**src/rtl/idli_pkg.sv**
```systemverilog
// Shared types and helpers for the idli stack-vop sequencer.
package idli_pkg;

  typedef enum logic [1:0] {
    STK_IDLE = 2'd0,
    STK_ADJ  = 2'd1,
    STK_XFER = 2'd2
  } stk_state_t;

  function automatic logic [3:0] popcnt8(input logic [7:0] v);
    logic [3:0] n;
    n = 4'd0;
    for (int i = 0; i < 8; i++) begin
      n = n + {3'd0, v[i]};
    end
    return n;
  endfunction

endpackage

```
**src/rtl/idli_stk_ffs_m.sv**
```systemverilog
// Priority encoder: picks the lowest (desc=0) or highest (desc=1) set bit of vec.
module idli_stk_ffs_m #(
  parameter int NREGS = 8,
  parameter int IDX_W = 3
) (
  input  logic [NREGS-1:0] vec,
  input  logic             desc,
  output logic [IDX_W-1:0] idx,
  output logic [NREGS-1:0] onehot
);

  logic             found_s;
  logic [IDX_W-1:0] pos_s;

  // Scan in the preferred order; the first set bit encountered wins.
  always_comb begin
    found_s = 1'b0;
    pos_s   = '0;
    idx     = '0;
    for (int k = 0; k < NREGS; k++) begin
      pos_s = desc ? IDX_W'(NREGS - 1 - k) : IDX_W'(k);
      if (vec[pos_s] && !found_s) begin
        idx     = pos_s;
        found_s = 1'b1;
      end else begin
        idx     = idx;
      end
    end
    if (found_s) begin
      onehot = NREGS'(1) << idx;
    end else begin
      onehot = '0;
    end
  end

endmodule

```
**src/rtl/idli_stk_seq_m.sv**
```systemverilog
// PUSH/POP register-list sequencer: one SP-adjust slot, then one transfer slot per mask bit.
// Build option: IDLI_STK_DESC_ORDER_EN makes PUSH transfer highest register first.
module idli_stk_seq_m
  import idli_pkg::*;
#(
  parameter int NREGS = 8,
  parameter int IDX_W = 3
) (
  input  logic             i_stk_gck,
  input  logic             i_stk_rst_n,
  input  logic [1:0]       i_stk_ctr,
  input  logic             i_stk_start,
  input  logic             i_stk_push,
  input  logic [NREGS-1:0] i_stk_mask,
  input  logic [1:0]       i_stk_pred,
  input  logic             i_stk_rdy,
  input  logic             i_stk_flush,
  output logic             o_stk_vld,
  output logic             o_stk_adj,
  output logic [IDX_W-1:0] o_stk_reg,
  output logic [3:0]       o_stk_cnt,
  output logic             o_stk_push,
  output logic [1:0]       o_stk_pred,
  output logic             o_stk_last,
  output logic             o_stk_busy
);

  stk_state_t       state_r;
  logic [NREGS-1:0] mask_r;
  logic             push_r;
  logic [1:0]       pred_r;
  logic [3:0]       cnt_r;

  logic             slot_end_s;
  logic             desc_s;
  logic [IDX_W-1:0] idx_s;
  logic [NREGS-1:0] onehot_s;
  logic             one_left_s;
  logic             busy_s;

  assign slot_end_s = (i_stk_ctr == 2'd3);
  assign one_left_s = ((mask_r & ~onehot_s) == '0);
  assign busy_s     = (state_r != STK_IDLE);

`ifdef IDLI_STK_DESC_ORDER_EN
  assign desc_s = push_r;
`else
  assign desc_s = 1'b0;
`endif

  idli_stk_ffs_m #(
    .NREGS (NREGS),
    .IDX_W (IDX_W)
  ) u_ffs (
    .vec    (mask_r),
    .desc   (desc_s),
    .idx    (idx_s),
    .onehot (onehot_s)
  );

  // Sequencer state and captured vop fields; flush overrides any slot-boundary action.
  always_ff @(posedge i_stk_gck) begin
    if (!i_stk_rst_n) begin
      state_r <= STK_IDLE;
      mask_r  <= '0;
      push_r  <= 1'b0;
      pred_r  <= 2'd0;
      cnt_r   <= 4'd0;
    end else if (i_stk_flush) begin
      state_r <= STK_IDLE;
      mask_r  <= '0;
    end else if (slot_end_s) begin
      case (state_r)
        STK_IDLE: begin
          if (i_stk_start && (i_stk_mask != '0)) begin
            state_r <= STK_ADJ;
            mask_r  <= i_stk_mask;
            push_r  <= i_stk_push;
            pred_r  <= i_stk_pred;
            cnt_r   <= popcnt8(i_stk_mask);
          end
        end
        STK_ADJ: begin
          if (i_stk_rdy) begin
            state_r <= STK_XFER;
          end
        end
        STK_XFER: begin
          if (i_stk_rdy) begin
            mask_r <= mask_r & ~onehot_s;
            if (one_left_s) begin
              state_r <= STK_IDLE;
            end
          end
        end
        default: begin
          state_r <= STK_IDLE;
          mask_r  <= '0;
        end
      endcase
    end
  end

  // Output decode from registered state; everything reads zero while idle.
  always_comb begin
    o_stk_vld  = busy_s;
    o_stk_busy = busy_s;
    o_stk_adj  = 1'b0;
    o_stk_reg  = '0;
    o_stk_last = 1'b0;
    o_stk_cnt  = 4'd0;
    o_stk_push = 1'b0;
    o_stk_pred = 2'd0;
    if (busy_s) begin
      o_stk_cnt  = cnt_r;
      o_stk_push = push_r;
      o_stk_pred = pred_r;
    end else begin
      o_stk_cnt  = 4'd0;
    end
    case (state_r)
      STK_ADJ:  o_stk_adj = 1'b1;
      STK_XFER: begin
        o_stk_reg  = idx_s;
        o_stk_last = one_left_s;
      end
      default:  o_stk_adj = 1'b0;
    endcase
  end

endmodule
```
**config.mk**
```make
export PLATFORM = sky130hd
export DESIGN_NAME = idli_stk_seq_m
export DESIGN_NICKNAME = d
export VERILOG_FILES = /design/src/rtl/idli_pkg.sv /design/src/rtl/idli_stk_ffs_m.sv /design/src/rtl/idli_stk_seq_m.sv
export SDC_FILE = /design/constraint.sdc
export NUM_CORES = 1
export LEC_CHECK = 0
export ABC_AREA = 1
export CORE_ASPECT_RATIO = 1.25
export CORE_UTILIZATION = 40
export DETAILED_ROUTE_END_ITERATION = 8
export PLACE_DENSITY_LB_ADDON = 0.15
export SYNTH_ARGS = -nofsm -noshare
export SYNTH_HDL_FRONTEND = slang
export SYNTH_SLANG_ARGS = --single-unit
```
**constraint.sdc**
```tcl
create_clock -name i_stk_gck -period 4 [get_ports i_stk_gck]
set_clock_uncertainty 0.2 [all_clocks]
set_input_delay 0.8 -clock i_stk_gck [delete_from_list [all_inputs] [get_ports i_stk_gck]]
set_output_delay 0.8 -clock i_stk_gck [all_outputs]
set_load 0.02 [all_outputs]
```
==> results of run 1 <==
[power groups by stage]
stage	registers [uW]	logic, uW	clock network, uW
final	177	104	93.8
after detailed placement	181	104	0
after CTS	177	105	97.9
after global placement	181	96.9	0
after global routing	178	119	105
after floorplan	180	63.5	0
[synthesized netlist by cell type]
master / instances
nand3b_2: 1
a31oi_1: 2
nor2_4: 3
inv_2: 1
o21ai_1: 1
xnor2_1: 1
buf_4: 1
nand3b_1: 1
nand2_2: 2
nand4_2: 1
nand3_1: 9
a21oi_2: 1
fa_1: 4
or2_2: 1
o21a_1: 1
buf_2: 1
o21ai_0: 17
a21oi_1: 25
ha_1: 4
nand2_4: 1
nor2_2: 1
nand3_2: 2
dfxtp_1: 17
buf_1: 1
clkinv_1: 1
nand2_1: 22
o21bai_1: 1
nor2_1: 17
a211oi_1: 1
inv_1: 35
[path summary, 6_finish.rpt]
check,from,to,slack (ns),cells after the start
hold reg to reg,pred_r[1]$_SDFFE_PN0P_,pred_r[1]$_SDFFE_PN0P_,0.26,2
setup / recovery,i_stk_mask[0],cnt_r[2]$_SDFFE_PN0P_,0.19,12
setup reg to reg,state_r[1]$_SDFFE_PP0P_,cnt_r[3]$_SDFFE_PN0P_,2.16,7
hold / removal,pred_r[1]$_SDFFE_PN0P_,pred_r[1]$_SDFFE_PN0P_,0.26,2
[cells by family (layout without fill, tap and decap cells)]
kind of cell / after synthesis / count (layout)
AO/OA/AOI/OAI: 49 / 49
XOR/XNOR: 1 / 1
adder cells (fa/ha/maj): 8 / 8
buffers and inverters: 40 / 75
flip-flops: 17 / 17
AND/OR/NAND/NOR: 61 / 61
[final cells by class]
cell class                 count  area share, %
multi-input combinational    119           44.6
sequential                    17           21.4
inverter                      37           8.72
timing repair buffer          34           20.9
clock inverter                 1          0.314
tap                           34           2.67
clock buffer                   3           1.41
[through the flow]
step / instance area [sq um] / hold WS, ns / setup WS [ns]
floorplan: 1210 / 0.229 / 0.512
global placement: 1570 / 0.239 / -0.00633
detailed placement: 1570 / 0.251 / -0.133
CTS: 1590 / 0.267 / 0.215
global route: 1590 / 0.298 / 0.0953
finish: 1590 / 0.263 / 0.195
[worst register-to-register path: stages (launching register included)]
cell	delay [ns]
dfxtp_1	0.37
nor2_4	0.33
inv_1	0.15
nor2_1	0.13
nand2_1	0.21
inv_1	0.17
nand3b_1	0.10
a21oi_1	0.12
[sequential cells by signal, summed over array words and instances, names as in the netlist]
signal   flops
pred_r       2
push_r       1
state_r      2
mask_r       8
cnt_r        4
[layer usage]
metal  vias up  GRT usage, %  routed length [microns]  share of wire [%]
met5         -             0                        0                  0
met4         0          7.29                       50                1.7
met3         4          2.42                       79                2.7
met2        22          39.6                     1580                 55
met1       569          22.2                     1180                 41
li1        633             -                        -                  -
==> impl_metrics.ini, run 1 <==
[power_and_ir_drop]
peakVddDrop_uv = 170
p_switching_uw = 114
seqPwrFrac_pct = 47.3
internal_power_uw = 261
swShare_pct = 30.3
pwr-share-comb_pct = 27.7
p_clk_share_pct = 25.0
total_power_uw = 375
power_leakage_uw = 0.000680
power_density_nw_per_um2 = 235

[synthesis]
yosys.area.top_type = dfxtp_1
synth_seq_cells = 17
syn_avg_cell_area_sq_um = 6.85
synth-xor-area-share_pct = 0.726
netlist_area_sq_um = 1210
synth_nets = 202
yosysUniqueCellTypes = 30
synthMuxAreaShare_pct = 0
yosys.area_share.simple_pct = 25.9
synth-adder-area-share_pct = 10.8
synth_top_family_by_area = simple AND/OR/NAND/NOR gates
synth_warnings = 0
ys_top_cells_by_area = dfxtp_1 (28%), inv_1 (11%), a21oi_1 (10%)
synthCells = 176
synth_compound_area_share_pct = 21.5
yosysTopAreaCellShare_pct = 28.2
yosysSeqAreaShare_pct = 28.2

[clocking]
clkSinkCount = 17
cts_buffers = 3
root_buffer = clkbuf_4
cts.clk_slew.worst_paths_ns = 0.11
ctsResizeCount = 0
insertion_delay_ns = 0.29
clockBufferDepth = 2
hold_buffers = 0
post_cts_buffers = 0
cts_tree = built
cts_max_level = 1

[worst_setup_path]
cp_max_fo = 2
critPathRequiredTime_ns = 3.98
worstSetupPathType = in -> reg
slowest_stage = fa_1
cp-end-kind = register
crit_path_frequent_cell = fa_1
crit_buf_inv = 4
path_cells = clkdlybuf4s50_1 > fa_1 > inv_1 > fa_1 > fa_1 > inv_1 > ha_1 > inv_1 > fa_1 > xnor2_1 > o21ai_0 > a21oi_1
critPathMaxStageDelay_ns = 0.54
arrival_ns = 3.79
critPathLaunchType = input pin
cpLargestDelayFamily = adder cells

[timing]
setup_tns_ns = 0
max_freq_mhz = 263
final.min_clock_period_ns = 3.81
fin_crit_sh_pct = 95.1
rsz0062_at_grt = false
relSlewSlack_pct = 70.1
setup_viol = 0
worst-slew-pin-transition_ns = 0.447
hold_viol = 0
timing.final.max_slew_violations = 0

[floorplanning]
coreArea_sq_um = 2760
fp-row-count = 21
die_x_microns = 51.1
initial_core_util_pct = 43.7
die_area_sq_um = 3240
die-height_microns = 63.4
ios = 32

[hold_path]
min_path_type = reg -> reg

[placement]
dp_cells = 241
io_buffers = 31
dp_hpwl_mm = 2.38
gp_congestion = 0.841

[route]
viasPerCell = 5.01
drt-pass1-iter-count = 4
vias = 1228
routedWlPerCell_microns = 11.8
postRouteWirelength_mm = 2.90
ant_nets = 0
drtIter0Drc = 16
drc_errors = 0

[layout]
final_util_pct = 57.7
fin_nets = 238
fillerInstances = 279
register_area_sq_um = 340
drive_gt1_share_pct = 9.95
n_antenna_cell = 0
mostFrequentLayoutCells = inv_1 (35), clkdlybuf4s50_1 (31), a21oi_1 (25)
layout_commonest_cell = inv_1
multiInputGateArea_sq_um = 711
area_delta_synth_final_pct = 32.1
finalNonFillerCells = 245

[global_route]
overflow = 0
first_global_vias = 1249
grt_max_degree = 18
grt_pass1_wl_mm = 5.16
track_usage_pct = 20.7
antenna_found_initial = 0

[run_status]
outcome = completed

[job]
max_cap_violations = 0
No activity file was read; power rests on OpenSTA's default activity.
==> run 2: changes to the inputs <==
--- a/config.mk
+++ b/config.mk
@@ -7,7 +7,7 @@
 export LEC_CHECK = 0
 export ABC_AREA = 1
 export CORE_ASPECT_RATIO = 1.25
-export CORE_UTILIZATION = 40
+export CORE_UTILIZATION = 45
 export DETAILED_ROUTE_END_ITERATION = 8
 export PLACE_DENSITY_LB_ADDON = 0.15
 export SYNTH_ARGS = -nofsm -noshare
==> impl_metrics.ini, run 2 (same netlist as run 1, synthesis figures left out) <==
[layout]
drive_gt1_share_pct = 9.95
mostFrequentLayoutCells = inv_1 (35), clkdlybuf4s50_1 (31), a21oi_1 (25)
largest_register_ffs = 8
largest_register = mask_r
layout_commonest_cell = inv_1
fin_area_sq_um = 1590
fin_nets = 238
top_regs = mask_r (8), cnt_r (4)
final_util_pct = 64.2
register_area_sq_um = 340
multiInputGateArea_sq_um = 711
fillerInstances = 231
n_antenna_cell = 0
area_delta_synth_final_pct = 32.0

[timing]
max_freq_mhz = 262
relSlewSlack_pct = 64.5
rsz0062_at_grt = false
final.min_clock_period_ns = 3.82
timing.final.max_slew_violations = 0
worst_slack_ns = 0.182
setup_tns_ns = 0
worst-slew-pin-transition_ns = 0.531
setup_viol = 0
hold_viol = 0
fin_crit_sh_pct = 95.4

[clocking]
post_cts_buffers = 0
clockBufferDepth = 2
ctsResizeCount = 0
cts_tree = built
root_buffer = clkbuf_4
hold_buffers = 0
insertion_delay_ns = 0.30
cts_max_level = 1
cts_buffers = 3
cts.clk_slew.worst_paths_ns = 0.11
clkSinkCount = 17

[hold_path]
min_path_type = reg -> reg
min_from = push_r$_SDFFE_PN0P_
hold-path-endpoint = push_r$_SDFFE_PN0P_
min_path_cells = 2

[route]
drtIter0Drc = 33
viasPerCell = 5.09
postRouteWirelength_mm = 2.97
drt-pass1-iter-count = 4
routedWlPerCell_microns = 12.2
ant_nets = 0
vias = 1242
drc_errors = 0

[placement]
io_buffers = 31
gp_congestion = 0.824
dp_hpwl_mm = 2.32
post-place-ws_ns = -0.124
placed_cell_area_sq_um = 1560

[worst_setup_path]
critPathMaxStageDelay_ns = 0.55
slowest_stage = fa_1
arrival_ns = 3.80
cp-end-kind = register
path_cells = clkdlybuf4s50_1 > fa_1 > inv_1 > fa_1 > fa_1 > inv_1 > ha_1 > inv_1 > fa_1 > xnor2_1 > o21ai_0 > a21oi_1
cp_max_fo = 2
crit_buf_inv = 4
crit_path_frequent_cell = fa_1
r2r_slack_ns = 2.16
cpLargestDelayFamily = adder cells
critPathLaunchType = input pin
critPathRequiredTime_ns = 3.98
reg2reg_from = state_r[1]$_SDFFE_PP0P_
ff2ff_path_depth = 7
rr_endpoint = cnt_r[1]$_SDFFE_PN0P_
worstSetupPathType = in -> reg

[floorplanning]
coreArea_sq_um = 2480
die-height_microns = 59.9
die_x_microns = 48.3
initial_core_util_pct = 48.7
die_area_sq_um = 2890
fp-row-count = 20
ios = 32

[power_and_ir_drop]
peakVddDrop_uv = 159
power_density_nw_per_um2 = 237
power_leakage_uw = 0.000680

[global_route]
grt_max_degree = 18
antenna_found_initial = 0
grt_pass1_wl_mm = 4.94
track_usage_pct = 22.1
overflow = 0
first_global_vias = 1189

[run_status]
outcome = completed

[job]
max_cap_violations = 0
==> run 2: cell counts in the layout (fill, tap and decap cells not counted) <==
Identical to the previous run, type by type.
==> run 2: cell type report <==
cell class | count | area share [%]
clock inverters | 1 | 0.314
repair buffers | 34 | 20.9
multi-input cells | 119 | 44.7
well taps | 33 | 2.59
flip-flops and latches | 17 | 21.4
clock buffers | 3 | 1.42
inverters | 37 | 8.73
==> run 2: through the flow <==
stage | hold WS (ns) | instances | total power (uW)
floorplan | 0.229 | 176 | 244
global placement | 0.241 | 240 | 278
detailed placement | 0.250 | 240 | 285
CTS | 0.265 | 244 | 380
global route | 0.298 | 244 | 399
finish | 0.264 | 244 | 378
==> run 2: worst max path at each step <==
| stage | start | end | cells past startpoint |
|---|---|---|---|
| floorplan | i_stk_mask[0] | cnt_r[2]$_SDFFE_PN0P_ | 11 |
| global placement | i_stk_mask[0] | cnt_r[2]$_SDFFE_PN0P_ | 12 |
| detailed placement | i_stk_mask[0] | cnt_r[2]$_SDFFE_PN0P_ | 12 |
| CTS | i_stk_mask[0] | cnt_r[2]$_SDFFE_PN0P_ | 12 |
| global route | i_stk_mask[0] | cnt_r[2]$_SDFFE_PN0P_ | 12 |
| finish | i_stk_mask[0] | cnt_r[2]$_SDFFE_PN0P_ | 12 |
==> run 2: power by group <==
| part | total, uW | internal, uW | switching (uW) | leakage, uW |
|---|---|---|---|---|
| Clock | 95.3 | 37.2 | 58.0 | 0.0000177 |
| Sequential | 177 | 174 | 3.71 | 0.000138 |
| Combinational | 105 | 50.1 | 55.2 | 0.000525 |
| Total | 378 | 261 | 117 | 0.000680 |
==> run 2: routing by layer <==
metal  vias up  GRT usage, %  wire (microns)
li1        633             -               -
met2        32          41.2            1460
met3         6          3.56              95
met1       571          23.9            1350
met4         0          12.6              64
met5         -             0               0
==> run 2: worst min-delay path, cell delays in order, from the launching register on <==
cell and delay [ns]:
dfxtp_1 0.31, inv_1 0.06, a21oi_1 0.06
==> run 3: changes to the inputs <==
--- a/config.mk
+++ b/config.mk
@@ -13,3 +13,4 @@
 export SYNTH_ARGS = -nofsm -noshare
 export SYNTH_HDL_FRONTEND = slang
 export SYNTH_SLANG_ARGS = --single-unit
+export TNS_END_PERCENT = 100
==> results of run 3 <==
Final layout, timing and power as in run 2 (identical DEF).
==> variant 1 (flow settings as in run 2) <==
Reset style: asynchronous (`i_stk_rst_n`), changed in one clocked block.
--- a/src/rtl/idli_stk_seq_m.sv
+++ b/src/rtl/idli_stk_seq_m.sv
@@ -59,7 +59,7 @@
   );
 
   // Sequencer state and captured vop fields; flush overrides any slot-boundary action.
-  always_ff @(posedge i_stk_gck) begin
+  always_ff @(posedge i_stk_gck or negedge i_stk_rst_n) begin
     if (!i_stk_rst_n) begin
       state_r <= STK_IDLE;
       mask_r  <= '0;
Check against the original RTL: differs if i_stk_rst_n is asserted again (counterexample within 4 cycles, from zero or initial values and one cycle with i_stk_rst_n low); with i_stk_rst_n held inactive, the same outputs for 4 cycles.
==> variant 1 against run 2 <==
Global-route usage decreased by 0.76 points. Synthesized area increased by 4.5%. Hold slack improved by 0.042 ns. Sequential cell count unchanged. Design area increased by 1.9%. Worst setup slack improved by 0.13 ns. Via count decreased by 3.6%. Die area increased by 4.3%. Routed wire length decreased by 0.64%. Synthesized cell count decreased by 0.57%. Largest cell class unchanged. Highest routed layer unchanged.
Power is not compared: it rests on default switching activity, and its combinational part moved more than twofold at a synthesized area within 25%.
==> variant 1: results (changes against run 2) <==
dominant cells by area after synthesis: dfrtp_1 34%, nand2_1 15%, inv_1 8.9%, fa_1 6.4%, nor2_1 6.0%
number of port buffers: 31 (unchanged)
Inserted Diodes: 0 (unchanged)
synth unique cells: 27 (-10%)
Slew @ Worst Pin: 0.844 ns (+0.313 ns)
Vias: 1197 (-3.6%)
fraction of layout cells with a size suffix above 1: 7.25% (-2.7 points)
Cell Area, Placed: 1600 µm² (+2.0%)
met3 routed WL: 83 µm (-13%)
CTS resizes: 0 (unchanged)
LEAKAGE: 0.812 nW
top_reg_cell synth: dfrtp_1
min-delay worst type: reg2reg
vias in the first global route: 1138 (-4.3%)
H-tree depth: 1 (unchanged)
vias per cell: 4.97 (-2.4%)
met1 WL: 1.31 mm (-3.2%)
CTS buffer count: 3 (unchanged)
delay-heaviest family, CP: adder cells
total track usage: 21.3% (-0.76 points)
Detailed Routing Iterations Pass 1: 4 (unchanged)
Synthesized Nets: 201 (-0.50%)
root buf cell: clkbuf_4
initial antenna violation count: 0 (unchanged)
setup bufs post-CTS: 0 (unchanged)
routability cong.: 0.921 (+12%)
Max Used Layer: met4
WL final: 2.95 mm (-0.64%)
top post-synthesis cells by count: 50 x nand2_1, 30 x inv_1, 20 x nor2_1, 17 x dfrtp_1, 8 x nand3_1
sequential fraction of the synthesis area: 33.8% (+5.5 points)
routed wl met2: 1.54 mm (+5.8%)
first-pass GRT wire length: 4.89 mm (-0.97%)
CTS clock-pin slew for the worst setup and hold paths: 0.11 ns (about the same)
crit-path max cell delay: 0.55 ns (about the same)
worst vdd ir: 0.000265 V
Clock Latency Late Sink: 0.28 ns (-0.02 ns)
max-cap violations: 0 (unchanged)
Syn Inst Count: 175 (-0.57%)
crit path max fanout: 2 (unchanged)
dpl ws: -0.00460 ns (+0.119 ns)
Max clock buf depth: 2 (unchanged)
DRT iter0 DRCs: 45 (+36%)
Crit-path slowest cell: fa_1
arrival time worst endpoint: 3.71 ns (-0.09 ns)
asr flop ratio synth: 100% (+100 points)
DRC viols: 0 (unchanged)
largest net degree at the start of global routing: 18 (unchanged)
status: finished clean
Synth Warn #: 0 (unchanged)
biggest regs: mask_r (8), cnt_r (4)
nets: 234 (-1.7%)
DP Wirelength: 2.35 mm (+1.5%)
Fillers: 266 (+15%)
## variant 1: cell count changes in the layout (fill, tap and decap cells not counted), moves of 3 or more
cell     change
o21ai_0     -14
dfxtp_1     -17
nand2_1     +28
nor2_1       +3
buf_4        -3
dfrtp_1     +17
a21oi_1     -20
inv_1        -5
o22ai_1      +7
o21ai_1      +4
## variant 1: cell type report
type	count	area (µm²)	area share (%)
clock buffers	4	26.3	1.62
well taps	34	42.5	2.62
repair buffers	31	310	19.1
inverters	33	126	7.79
multi-input cells	122	691	42.6
flip-flops and latches	17	425	26.2
## variant 1: worst paths after layout
kind | startpoint | to | slack (ns) | cells past startpoint
worst max-delay path | i_stk_mask[0] | cnt_r[2] | 0.31 | 11
worst min-delay path | cnt_r[2] | cnt_r[2] | 0.31 | 2
worst max register to register | state_r[0] | mask_r[0] | 2.11 | 8
worst min register to register | cnt_r[2] | cnt_r[2] | 0.31 | 2
max in group asynchronous | i_stk_rst_n | mask_r[6] | 2.29 | 1
min in group asynchronous | i_stk_rst_n | mask_r[3] | 0.78 | 1
## variant 1: report_power, final
group / total, W / internal, W / switching, W / leakage [nW]
registers: 0.000234 / 0.000207 / 0.0000275 / 0.214
clock network: 0.0000952 / 0.0000387 / 0.0000565 / 0.0150
logic: 0.000249 / 0.000105 / 0.000145 / 0.583
## variant 1: kinds of logic (layout without fill, tap and decap cells)
group           Yosys count  count (layout)  share of synthesized area, %
buf+inv                  36              68                          11.4
simple gates             88              88                          31.4
compound gates           25              25                          12.4
xor+xnor                  1               1                         0.695
fa+ha+maj                 8               8                          10.3
flops                    17              17                          33.8
## variant 1: metal layers
layer	vias up	global-route usage, %
li1	613	-
met1	559	26.0
met2	23	39.9
met3	2	2.72
met4	0	5.46
met5	-	0
==> variant 2 (settings of run 2) <==
Without the edit above. Build with the macro `IDLI_STK_DESC_ORDER_EN` defined.
--- a/src/rtl/idli_stk_seq_m.sv
+++ b/src/rtl/idli_stk_seq_m.sv
@@ -1,5 +1,7 @@
 // PUSH/POP register-list sequencer: one SP-adjust slot, then one transfer slot per mask bit.
 // Build option: IDLI_STK_DESC_ORDER_EN makes PUSH transfer highest register first.
+`define IDLI_STK_DESC_ORDER_EN
+
 module idli_stk_seq_m
   import idli_pkg::*;
 #(
Function: changed (a bounded check fails within 4 cycles, from zero or initial values and one cycle with i_stk_rst_n low).
==> variant 2 against run 2 <==
Critical path depth unchanged. Worst setup slack better by 0.055 ns. Routed wire length up 31%. Sequential share of layout area down 4.6 points. Sequential cell count unchanged. Count of clock-buffer cells in the layout up 1. Power up 21%. Utilization down 5.3 points. Design area up 29%. Synthesized area up 35%. Non-clock buffer count up 5. Cell count up 39%.
==> variant 2: results (changes against run 2) <==
Synth Warn #: 0 (unchanged)
min-delay worst type: reg2reg
status: finished clean
arrival time worst endpoint: 3.69 ns (-0.11 ns)
WL final: 3.90 mm (+31%)
DP Wirelength: 3.28 mm (+41%)
routability cong.: 0.899 (+9.1%)
Clock Latency Late Sink: 0.25 ns (-0.05 ns)
Core Area: 3480 µm² (+41%)
DRT iter0 DRCs: 46 (+39%)
Detailed Routing Iterations Pass 1: 4 (unchanged)
final worst slack: 0.237 ns (+0.0549 ns)
Synthesized Nets: 289 (+43%)
H-tree depth: 1 (unchanged)
first-pass GRT wire length: 6.80 mm (+38%)
top_reg_cell synth: dfxtp_1
Final Non-Filler Cells: 338 (+39%)
Max clock buf depth: 2 (unchanged)
R2R depth: 16 (+9)
Slew @ Worst Pin: 0.705 ns (+0.174 ns)
initial antenna violation count: 0 (unchanged)
fraction of layout cells with a size suffix above 1: 11.7% (+1.8 points)
Post-synth EDFFs: 0 (unchanged)
LEAKAGE: 0.931 nW (+37%)
top post-synthesis cells by count: 53 x nand2_1, 41 x inv_1, 31 x nor2_1, 26 x nand3_1, 19 x o21ai_0
total track usage: 21.7% (-0.38 points)
root buf cell: clkbuf_8
vias in the first global route: 1576 (+33%)
nets: 326 (+37%)
sequential fraction of the synthesis area: 20.8% (-7.4 points)
number of port buffers: 31 (unchanged)
average size of a mapped cell: 6.21 µm² (-9.4%)
P_int: 0.000310 W (+19%)
crit path max fanout: 2 (unchanged)
Vias: 1741 (+40%)
largest net degree at the start of global routing: 17 (-1)
worst vdd ir: 0.000199 V (+25%)
synth unique cells: 34 (+13%)
dpl ws: -0.0403 ns (+0.0836 ns)
dominant cells by area after synthesis: dfxtp_1 21%, nand2_1 12%, inv_1 9.4%, nand3_1 8.0%, nor2_1 7.1%
asr flop ratio synth: 0% (unchanged)
worst hold stages: 2 (unchanged)
CTS buffer count: 3 (unchanged)
Inserted Diodes: 0 (unchanged)
CTS clock-pin slew for the worst setup and hold paths: 0.06 ns (-0.05 ns)
biggest regs: mask_r (8), cnt_r (4)
## variant 2: changes by cell type after synthesis, sizes merged, moves of 3 or more
cell	before	now
a21oi	26	9
nand4	1	4
inv	36	44
a31oi	2	10
nand2	25	59
nor3	0	4
clkbuf	0	3
nor2	21	37
nand3	11	29
o21ai	18	24
## variant 2: per-stage QoR
step           hold WS (ns)  area (µm²)
2_1_floorplan         0.227        1630
3_5_place_dp          0.244        2010
3_3_place_gp          0.243        2010
4_1_cts               0.254        2050
5_1_grt               0.276        2050
6_report              0.254        2050
## variant 2: area by class of cell
| type | count | area [µm²] |
|---|---|---|
| clock buffer | 4 | 45.0 |
| fill | 366 | 1430 |
| inverter | 47 | 181 |
| multi-input combinational | 192 | 1060 |
| sequential | 17 | 344 |
| tap | 39 | 48.8 |
| timing repair buffer | 39 | 369 |
## variant 2: routing by layer
layer	vias up	share of wire [%]	global-route usage, %
met5	-	0	0
met4	0	2.4	9.49
met3	8	2.3	1.68
met2	35	53	40.3
met1	769	42	25.0
li1	929	-	-
## variant 2: worst paths after layout
check / endpoint / slack (ns) / startpoint
worst max-delay path: cnt_r[2] / 0.24 / i_stk_mask[0]
worst min-delay path: pred_r[1] / 0.25 / pred_r[1]
worst max register to register: state_r[1] / 1.52 / desc_s
worst min register to register: pred_r[1] / 0.25 / pred_r[1]
## variant 2: power groups by stage
| stage | Clock (W) | Sequential, W | Combinational (W) |
|---|---|---|---|
| floorplan | 0 | 0.000181 | 0.000107 |
| global placement | 0 | 0.000183 | 0.000152 |
| detailed placement | 0 | 0.000183 | 0.000154 |
| CTS | 0.000129 | 0.000179 | 0.000155 |
| global route | 0.000136 | 0.000180 | 0.000175 |
| finish | 0.000124 | 0.000179 | 0.000153 |
## variant 2: kinds of logic (layout without fill, tap and decap cells)
kind of cell / Yosys count / after routing / synth area share [%]
xor+xnor: 1 / 1 / 0.536
buf+inv: 54 / 90 / 13.9
simple gates: 135 / 135 / 39.7
fa+ha+maj: 8 / 8 / 7.97
flops: 17 / 17 / 20.8
compound gates: 48 / 48 / 17.0
## variant 2: worst max-delay path, cell delays in order
cell	delay [ns]
clkdlybuf4s50_1	0.44
fa_1	0.54
inv_1	0.05
fa_1	0.49
fa_1	0.40
inv_1	0.06
ha_1	0.13
inv_1	0.06
fa_1	0.37
xnor2_1	0.13
o21ai_0	0.16
a21oi_1	0.05
## variant 2: timing repair
item | in CTS | in global routing
buffers inserted | 0 | 0
endpoints found under the setup margin | 1 | 0
resized for setup | 3 | 0
